[src/rtl/uart_pkg.sv]
// Shared types and constants for the UART receive path: receiver state
// encoding, default frame geometry and counter-width helpers.
package uart_pkg;

    typedef enum logic [2:0] {
        IDLE   = 3'd0,
        START  = 3'd1,
        DATA   = 3'd2,
        PARITY = 3'd3,
        STOP   = 3'd4,
        BREAK  = 3'd5
    } state_e;

    localparam int DEF_DATA_BITS  = 8;
    localparam int DEF_OVERSAMPLE = 16;

    // Width of a counter that must hold 0..n-1 (never less than one bit).
    function automatic int cnt_w(input int n);
        return (n > 1) ? $clog2(n) : 1;
    endfunction

    localparam int DEF_TICK_W = cnt_w(DEF_OVERSAMPLE);
    localparam int DEF_BIT_W  = cnt_w(DEF_DATA_BITS);

endpackage

[src/rtl/uart_rx_core_if.sv]
// Host-side interface of the UART receiver: received word, status pulses and,
// when UART_RX_PARITY_EN is defined, the parity select and parity error pulse.
interface uart_rx_core_if #(
    parameter int DATA_BITS = uart_pkg::DEF_DATA_BITS
);
    logic [DATA_BITS-1:0] rx_data;
    logic                 rx_valid;
    logic                 frame_err;
    logic                 busy;
`ifdef UART_RX_PARITY_EN
    logic                 parity_odd;
    logic                 parity_err;

    modport master (output rx_data, rx_valid, frame_err, busy, parity_err, input parity_odd);
    modport slave  (input rx_data, rx_valid, frame_err, busy, parity_err, output parity_odd);
`else
    modport master (output rx_data, rx_valid, frame_err, busy);
    modport slave  (input rx_data, rx_valid, frame_err, busy);
`endif
endinterface

[src/rtl/uart_rx_sync.sv]
// Brings the asynchronous serial line into the clock domain and turns each
// rising edge of the baud oversample clock into a one-cycle tick.
module uart_rx_sync (
    input  logic clock,
    input  logic reset_n,
    input  logic baud_clk,
    input  logic rx_in,
    output logic rx_s,
    output logic tick
);
    logic rx_meta_q, rx_meta_d;
    logic rx_sync_q, rx_sync_d;
    logic baud_q, baud_d;
    logic baud_qq, baud_qd;

    always_comb begin
        rx_meta_d = rx_in;
        rx_sync_d = rx_meta_q;
        baud_d    = baud_clk;
        baud_qd   = baud_q;
    end

    // Line flops reset to the idle (high) level so reset never looks like a start bit.
    always_ff @(posedge clock or negedge reset_n) begin
        if (!reset_n) begin
            rx_meta_q <= 1'b1;
            rx_sync_q <= 1'b1;
            baud_q    <= 1'b0;
            baud_qq   <= 1'b0;
        end else begin
            rx_meta_q <= rx_meta_d;
            rx_sync_q <= rx_sync_d;
            baud_q    <= baud_d;
            baud_qq   <= baud_qd;
        end
    end

    assign rx_s = rx_sync_q;
    assign tick = baud_q & ~baud_qq;

endmodule

[src/rtl/uart_rx_core.sv]
// UART receive engine: start validation, LSB-first data capture, stop check.
// Optional parity checking is compiled in with UART_RX_PARITY_EN.
module uart_rx_core
    import uart_pkg::*;
#(
    parameter int DATA_BITS  = DEF_DATA_BITS,
    parameter int OVERSAMPLE = DEF_OVERSAMPLE
) (
    input  logic clock,
    input  logic reset_n,
    input  logic baud_clk,
    input  logic rx_in,
    uart_rx_core_if.master host
);
    localparam int TICK_W = cnt_w(OVERSAMPLE);
    localparam int BIT_W  = cnt_w(DATA_BITS);
    localparam logic [TICK_W-1:0] HALF_LAST = TICK_W'(OVERSAMPLE / 2 - 1);
    localparam logic [TICK_W-1:0] FULL_LAST = TICK_W'(OVERSAMPLE - 1);
    localparam logic [BIT_W-1:0]  LAST_BIT  = BIT_W'(DATA_BITS - 1);

    logic rx_s, tick;

    state_e                state_q, state_d;
    logic [TICK_W-1:0]     tick_cnt_q, tick_cnt_d;
    logic [BIT_W-1:0]      bit_idx_q, bit_idx_d;
    logic [DATA_BITS-1:0]  shift_q, shift_d;
    logic [DATA_BITS-1:0]  rx_data_q, rx_data_d;
    logic                  rx_valid_q, rx_valid_d;
    logic                  frame_err_q, frame_err_d;
`ifdef UART_RX_PARITY_EN
    logic                  par_bit_q, par_bit_d;
    logic                  parity_err_q, parity_err_d;
`endif

    uart_rx_sync u_sync (
        .clock    (clock),
        .reset_n  (reset_n),
        .baud_clk (baud_clk),
        .rx_in    (rx_in),
        .rx_s     (rx_s),
        .tick     (tick)
    );

    always_comb begin
        state_d     = state_q;
        tick_cnt_d  = tick_cnt_q;
        bit_idx_d   = bit_idx_q;
        shift_d     = shift_q;
        rx_data_d   = rx_data_q;
        rx_valid_d  = 1'b0;
        frame_err_d = 1'b0;
`ifdef UART_RX_PARITY_EN
        par_bit_d    = par_bit_q;
        parity_err_d = 1'b0;
`endif
        unique case (state_q)
            IDLE: begin
                if (!rx_s) begin
                    state_d    = START;
                    tick_cnt_d = '0;
                end
            end
            START: begin
                // Re-check the line half a bit in; a high sample was a glitch.
                if (tick) begin
                    if (tick_cnt_q == HALF_LAST) begin
                        tick_cnt_d = '0;
                        bit_idx_d  = '0;
                        state_d    = rx_s ? IDLE : DATA;
                    end else begin
                        tick_cnt_d = tick_cnt_q + 1'b1;
                    end
                end
            end
            DATA: begin
                if (tick) begin
                    if (tick_cnt_q == FULL_LAST) begin
                        tick_cnt_d = '0;
                        shift_d    = {rx_s, shift_q[DATA_BITS-1:1]};
                        if (bit_idx_q == LAST_BIT) begin
`ifdef UART_RX_PARITY_EN
                            state_d = PARITY;
`else
                            state_d = STOP;
`endif
                        end else begin
                            bit_idx_d = bit_idx_q + 1'b1;
                        end
                    end else begin
                        tick_cnt_d = tick_cnt_q + 1'b1;
                    end
                end
            end
`ifdef UART_RX_PARITY_EN
            PARITY: begin
                if (tick) begin
                    if (tick_cnt_q == FULL_LAST) begin
                        tick_cnt_d = '0;
                        par_bit_d  = rx_s;
                        state_d    = STOP;
                    end else begin
                        tick_cnt_d = tick_cnt_q + 1'b1;
                    end
                end
            end
`endif
            STOP: begin
                if (tick) begin
                    if (tick_cnt_q == FULL_LAST) begin
                        tick_cnt_d = '0;
                        if (rx_s) begin
                            rx_data_d  = shift_q;
                            rx_valid_d = 1'b1;
                            state_d    = IDLE;
`ifdef UART_RX_PARITY_EN
                            parity_err_d = ((^shift_q) ^ par_bit_q) != host.parity_odd;
`endif
                        end else begin
                            frame_err_d = 1'b1;
                            state_d     = BREAK;
                        end
                    end else begin
                        tick_cnt_d = tick_cnt_q + 1'b1;
                    end
                end
            end
            BREAK: begin
                // Hold off until the line returns high so a stuck-low line cannot retrigger.
                if (rx_s) state_d = IDLE;
            end
            default: state_d = IDLE;
        endcase
    end

    always_ff @(posedge clock or negedge reset_n) begin
        if (!reset_n) begin
            state_q     <= IDLE;
            tick_cnt_q  <= '0;
            bit_idx_q   <= '0;
            shift_q     <= '0;
            rx_data_q   <= '0;
            rx_valid_q  <= 1'b0;
            frame_err_q <= 1'b0;
`ifdef UART_RX_PARITY_EN
            par_bit_q    <= 1'b0;
            parity_err_q <= 1'b0;
`endif
        end else begin
            state_q     <= state_d;
            tick_cnt_q  <= tick_cnt_d;
            bit_idx_q   <= bit_idx_d;
            shift_q     <= shift_d;
            rx_data_q   <= rx_data_d;
            rx_valid_q  <= rx_valid_d;
            frame_err_q <= frame_err_d;
`ifdef UART_RX_PARITY_EN
            par_bit_q    <= par_bit_d;
            parity_err_q <= parity_err_d;
`endif
        end
    end

    assign host.rx_data   = rx_data_q;
    assign host.rx_valid  = rx_valid_q;
    assign host.frame_err = frame_err_q;
    assign host.busy      = (state_q != IDLE);
`ifdef UART_RX_PARITY_EN
    assign host.parity_err = parity_err_q;
`endif

endmodule
[src/flat_wrapper.sv]
// flat-port wrapper written by rule: the top's interface ports become plain ports
module uart_rx_core_flat import uart_pkg::*;
#(
    parameter int DATA_BITS  = DEF_DATA_BITS,
    parameter int OVERSAMPLE = DEF_OVERSAMPLE
)
  (clock, reset_n, baud_clk, rx_in, host_rx_data, host_rx_valid, host_frame_err, host_busy);
  uart_rx_core_if #(.DATA_BITS(DATA_BITS)) host_i ();
  input  logic clock;
  input  logic reset_n;
  input  logic baud_clk;
  input  logic rx_in;
  output wire logic [$bits(host_i.rx_data)-1:0] host_rx_data;
  output wire logic [$bits(host_i.rx_valid)-1:0] host_rx_valid;
  output wire logic [$bits(host_i.frame_err)-1:0] host_frame_err;
  output wire logic [$bits(host_i.busy)-1:0] host_busy;
  assign host_rx_data = host_i.rx_data;
  assign host_rx_valid = host_i.rx_valid;
  assign host_frame_err = host_i.frame_err;
  assign host_busy = host_i.busy;
  uart_rx_core #(.DATA_BITS(DATA_BITS), .OVERSAMPLE(OVERSAMPLE)) u_core (.clock(clock), .reset_n(reset_n), .baud_clk(baud_clk), .rx_in(rx_in), .host(host_i));
endmodule
[config.mk]
export PLATFORM = sky130hd
export DESIGN_NAME = uart_rx_core_flat
export DESIGN_NICKNAME = d
export VERILOG_FILES = /design/src/rtl/uart_pkg.sv /design/src/rtl/uart_rx_core_if.sv /design/src/rtl/uart_rx_sync.sv /design/src/rtl/uart_rx_core.sv /design/src/flat_wrapper.sv
export SDC_FILE = /design/constraint.sdc
export NUM_CORES = 1
export LEC_CHECK = 0
export ABC_CLOCK_PERIOD_IN_PS = 5500
export CAP_MARGIN = 20
export CORE_ASPECT_RATIO = 0.7
export CORE_MARGIN = 10
export CORE_UTILIZATION = 55
export CTS_CLUSTER_DIAMETER = 80
export DETAILED_ROUTE_END_ITERATION = 16
export GPL_TIMING_DRIVEN = 0
export PLACE_DENSITY = 0.85
export SYNTH_ARGS = -nofsm -noshare
export SYNTH_HDL_FRONTEND = slang
export SYNTH_SLANG_ARGS = --single-unit
[constraint.sdc]
create_clock -name clock -period 5.5 [get_ports clock]
set_clock_uncertainty 0.2 [all_clocks]
set_input_delay 0.55 -clock clock [delete_from_list [all_inputs] [get_ports clock]]
set_output_delay 0.55 -clock clock [all_outputs]
set_load 0.01 [all_outputs]
==> flow_metrics.py, run 1 <==
metrics = {
    "status": {
        "status": "complete, no violations",
    },
    "cells_and_area": {
        "finalNetCount": 153,
        "drive_gt1_frac": 0.259,
        "fin_util": 0.712,
        "antennaDiodeCount": 0,
        "fill_cells": 186,
        "syn_to_final_growth_pct": 18.6,
    },
    "worst_setup_path": {
        "cp_slowest_cell": "clkdlybuf4s50_1",
        "start_kind": "flip-flop",
        "arrival_ns": 1.83,
        "cp_num_cells": 3,
        "r2r_cells": 5,
        "cp_top_family": "buffers and inverters",
        "required_ns": 4.75,
        "cp-end-kind": "output pin",
        "critical-path-max-stage-delay_ns": 0.50,
        "crit_buf_inv": 2,
        "critPathMaxFanout": 10,
        "crit_chain": "buf_2 -> or3_1 -> clkdlybuf4s50_1",
        "worstSetupPathType": "flip-flop to output pin",
    },
    "clocking": {
        "cts_inserted_buffers": 5,
        "holdBufCountCts": 0,
        "cts_setup_buffers": 0,
        "cts_tree": "built",
        "h-tree-depth": 2,
        "clock_latency_ns": 0.27,
        "clk_pin_slew_ns": 0.06,
        "cts_max_path_buffers": 2,
        "cts-resized-gates": 0,
        "cts.sinks": 32,
        "root_buffer": "clkbuf_8",
    },
    "timing": {
        "tns_ns": 0,
        "finalMaxSlewViolations": 0,
        "min_period_ns": 2.58,
        "finalHoldViolations": 0,
        "slew-limit-headroom": 0.584,
        "fmax_mhz": 388,
        "worst_pin_slew_ns": 0.619,
        "worst_slack_ns": 2.92,
        "hold_slack_ns": 0.157,
        "setup_viol": 0,
        "period_share": 0.469,
        "rsz0062_at_grt": "false",
    },
    "placed_design": {
        "pre_cts_slack_ns": 3.22,
        "io_buffers": 14,
        "dpl.hpwl_um": 2170,
        "globalplace.congestion": 0.860,
    },
    "global_routing": {
        "grt-ovfl-total": 0,
        "grt_max_degree": 22,
        "gr-usage-all-layers": 0.113,
        "grt_pass1_wl_um": 5040,
        "grt_pass1_vias": 1015,
        "antenna_found_initial": 0,
    },
    "drt": {
        "routed_via_density": 5.78,
        "dr_total_vias": 1047,
        "m1WireLength_um": 1290,
        "wl_met3_um": 201,
        "drc_errors": 0,
        "drt-pass1-iter-count": 4,
        "top_layer": "met4",
        "wl_um": 2890,
        "dr_wl_met2_um": 1380,
        "avgRoutedWirePerCell_um": 15.9,
        "antenna_left": 0,
        "drtIter0Drc": 83,
    },
    "die": {
        "initial_core_util": 0.600,
        "die_h_um": 64.3,
        "num_rows": 15,
        "core_area_mm2": 0.00257,
        "ios": 15,
        "dieArea_mm2": 0.00536,
        "die_x_um": 83.3,
    },
    "synthesis": {
        "synth_flop_cell": "dfrtp_1",
        "seq_area_frac_synth": 0.520,
        "synth_edf_count": 0,
        "synth_most_common_cell": "dfrtp_1",
        "ys_types": 45,
        "postSynthCellCount": 124,
        "async_flop_share": 1.00,
        "yosysTopAreaCellShare": 0.486,
        "synth.largest_area_cell": "dfrtp_1",
        "syn_area_per_cell_um2": 12.5,
        "synth_nets": 131,
        "synth_area_mm2": 0.00154,
        "ys_warn_count": 0,
        "yosys-top-cells-area": "dfrtp_1 49%, mux2_2 14%, dfstp_2 3.4%",
        "yosys-top-cells-count": "30 x dfrtp_1, 19 x mux2_2, 7 x nor2_1",
        "ys_seq_elements": 32,
    },
    "power_and_ir_drop": {
        "combPwrFrac": 0.234,
        "sw_frac_of_total": 0.288,
        "p_sw_w": 0.000170,
        "p_clk_frac": 0.304,
        "p_leak_nw": 0.855,
        "power_w": 0.000590,
        "pwr-share-seq": 0.463,
        "ir_worst_vdd_mv": 0.198,
        "p_per_area_mw_per_mm2": 322,
        "power.internal_w": 0.000420,
    },
    "hold_path": {
        "hold_path_depth": 0,
        "hold_class": "flip-flop to flip-flop",
    },
    "run": {
        "drv_cap": 0,
    },
}
## power by group through the flow
stage / Sequential, W / Combinational (W) / Clock (W)
after floorplan: 0.000271 / 0.000101 / 0
after global placement: 0.000276 / 0.000131 / 0
after detailed placement: 0.000276 / 0.000137 / 0
after CTS: 0.000272 / 0.000138 / 0.000183
after global routing: 0.000275 / 0.000151 / 0.000194
final: 0.000273 / 0.000138 / 0.000179
## registers in the layout, summed over array words and instances (netlist names)
name / count
u_core.host.frame_err: 1
u_core.u_sync.rx_meta_q: 1
u_core.bit_idx_q: 3
u_core.tick_cnt_q: 4
u_core.host.rx_valid: 1
u_core.state_q: 3
u_core.host.rx_data: 8
u_core.u_sync.rx_s: 1
u_core.u_sync.baud_qq: 1
u_core.shift_q: 8
u_core.u_sync.baud_q: 1
## layer usage
| layer | vias to the layer above | track usage |
|---|---|---|
| met4 | 0 | 0.0381 |
| met2 | 30 | 0.175 |
| met3 | 2 | 0.0418 |
| met5 | - | 0 |
| li1 | 500 | - |
| met1 | 515 | 0.143 |
## through the flow
stage / cell area, um^2 / cells
2_1_floorplan: 1540 / 124
3_3_place_gp: 1730 / 172
3_5_place_dp: 1740 / 173
4_1_cts: 1830 / 181
5_1_grt: 1830 / 181
6_report: 1830 / 181
## worst paths after layout
check	end	slack (ns)	start
setup / recovery	host_busy	2.92	u_core.state_q[2]
hold / removal	u_core.u_sync.rx_s	0.16	u_core.u_sync.rx_meta_q
setup reg to reg	u_core.tick_cnt_q[0]	3.27	u_core.u_sync.rx_s
hold reg to reg	u_core.u_sync.rx_s	0.16	u_core.u_sync.rx_meta_q
max in group asynchronous	u_core.u_sync.rx_s	4.06	reset_n
min in group asynchronous	u_core.tick_cnt_q[2]	0.44	reset_n
## area by class of cell
type	instances	area, um^2	area share
Inverter	3	11.3	0.00615
Sequential cell	32	803	0.439
Timing Repair Buffer	15	155	0.0847
Clock buffer	8	90.1	0.0492
Buffer	8	42.5	0.0232
Tap cell	34	42.5	0.0232
Multi-Input combinational cell	81	687	0.375
## cell families after synthesis
group | count (synthesis) | share of synthesized area
AND/OR/NAND/NOR | 36 | 0.152
adder cells (fa/ha/maj) | 3 | 0.0243
XOR/XNOR | 1 | 0.00567
flip-flops | 32 | 0.520
multiplexers | 20 | 0.145
AO/OA/AOI/OAI | 21 | 0.118
buffers and inverters | 11 | 0.0348
## layout by cell type (no fill, tap or decap), drive strengths merged, types with 3 or more instances in the layout
master,netlist,final
nand3,5,5
buf,5,6
clkbuf,3,11
nor2,8,8
nor2b,4,4
dfrtp,30,30
ha,3,3
nand2,4,4
mux2,19,19
o31ai,3,3
nor3b,3,3
clkdlybuf4s50,0,14
inv,3,3
## worst register-to-register path, stage by stage, from the launching register on
cell	delay [ns]
dfstp_2	0.51
clkbuf_1	0.29
nor2_1	0.12
o21ai_0	0.47
nand2_1	0.23
mux2_2	0.31
(Power assumes the default switching activity.)
==> run 2, diff against run 1 <==
--- a/config.mk
+++ b/config.mk
@@ -5,7 +5,7 @@
 export SDC_FILE = /design/constraint.sdc
 export NUM_CORES = 1
 export LEC_CHECK = 0
-export ABC_CLOCK_PERIOD_IN_PS = 5500
+export ABC_CLOCK_PERIOD_IN_PS = 2500
 export CAP_MARGIN = 20
 export CORE_ASPECT_RATIO = 0.7
 export CORE_MARGIN = 10
==> constraint.sdc (replaced) <==
create_clock -name clock -period 2.5 [get_ports clock]
set_clock_uncertainty 0.2 [all_clocks]
set_input_delay 0.25 -clock clock [delete_from_list [all_inputs] [get_ports clock]]
set_output_delay 0.25 -clock clock [all_outputs]
set_load 0.01 [all_outputs]
==> results of run 2 <==
Same layout as run 1 (identical final DEF). Status: complete, no violations.
Among the figures that moved: setup slack after placement 3.22 ns -> 0.303 ns; setup slack after layout 2.92 ns -> 0.223 ns; hold slack 0.157 ns -> 0.137 ns; register-to-register setup slack 3.27 ns -> 0.27 ns; total power 0.000590 W -> 0.00130 W; worst IR drop on VDD 0.198 mV -> 0.435 mV
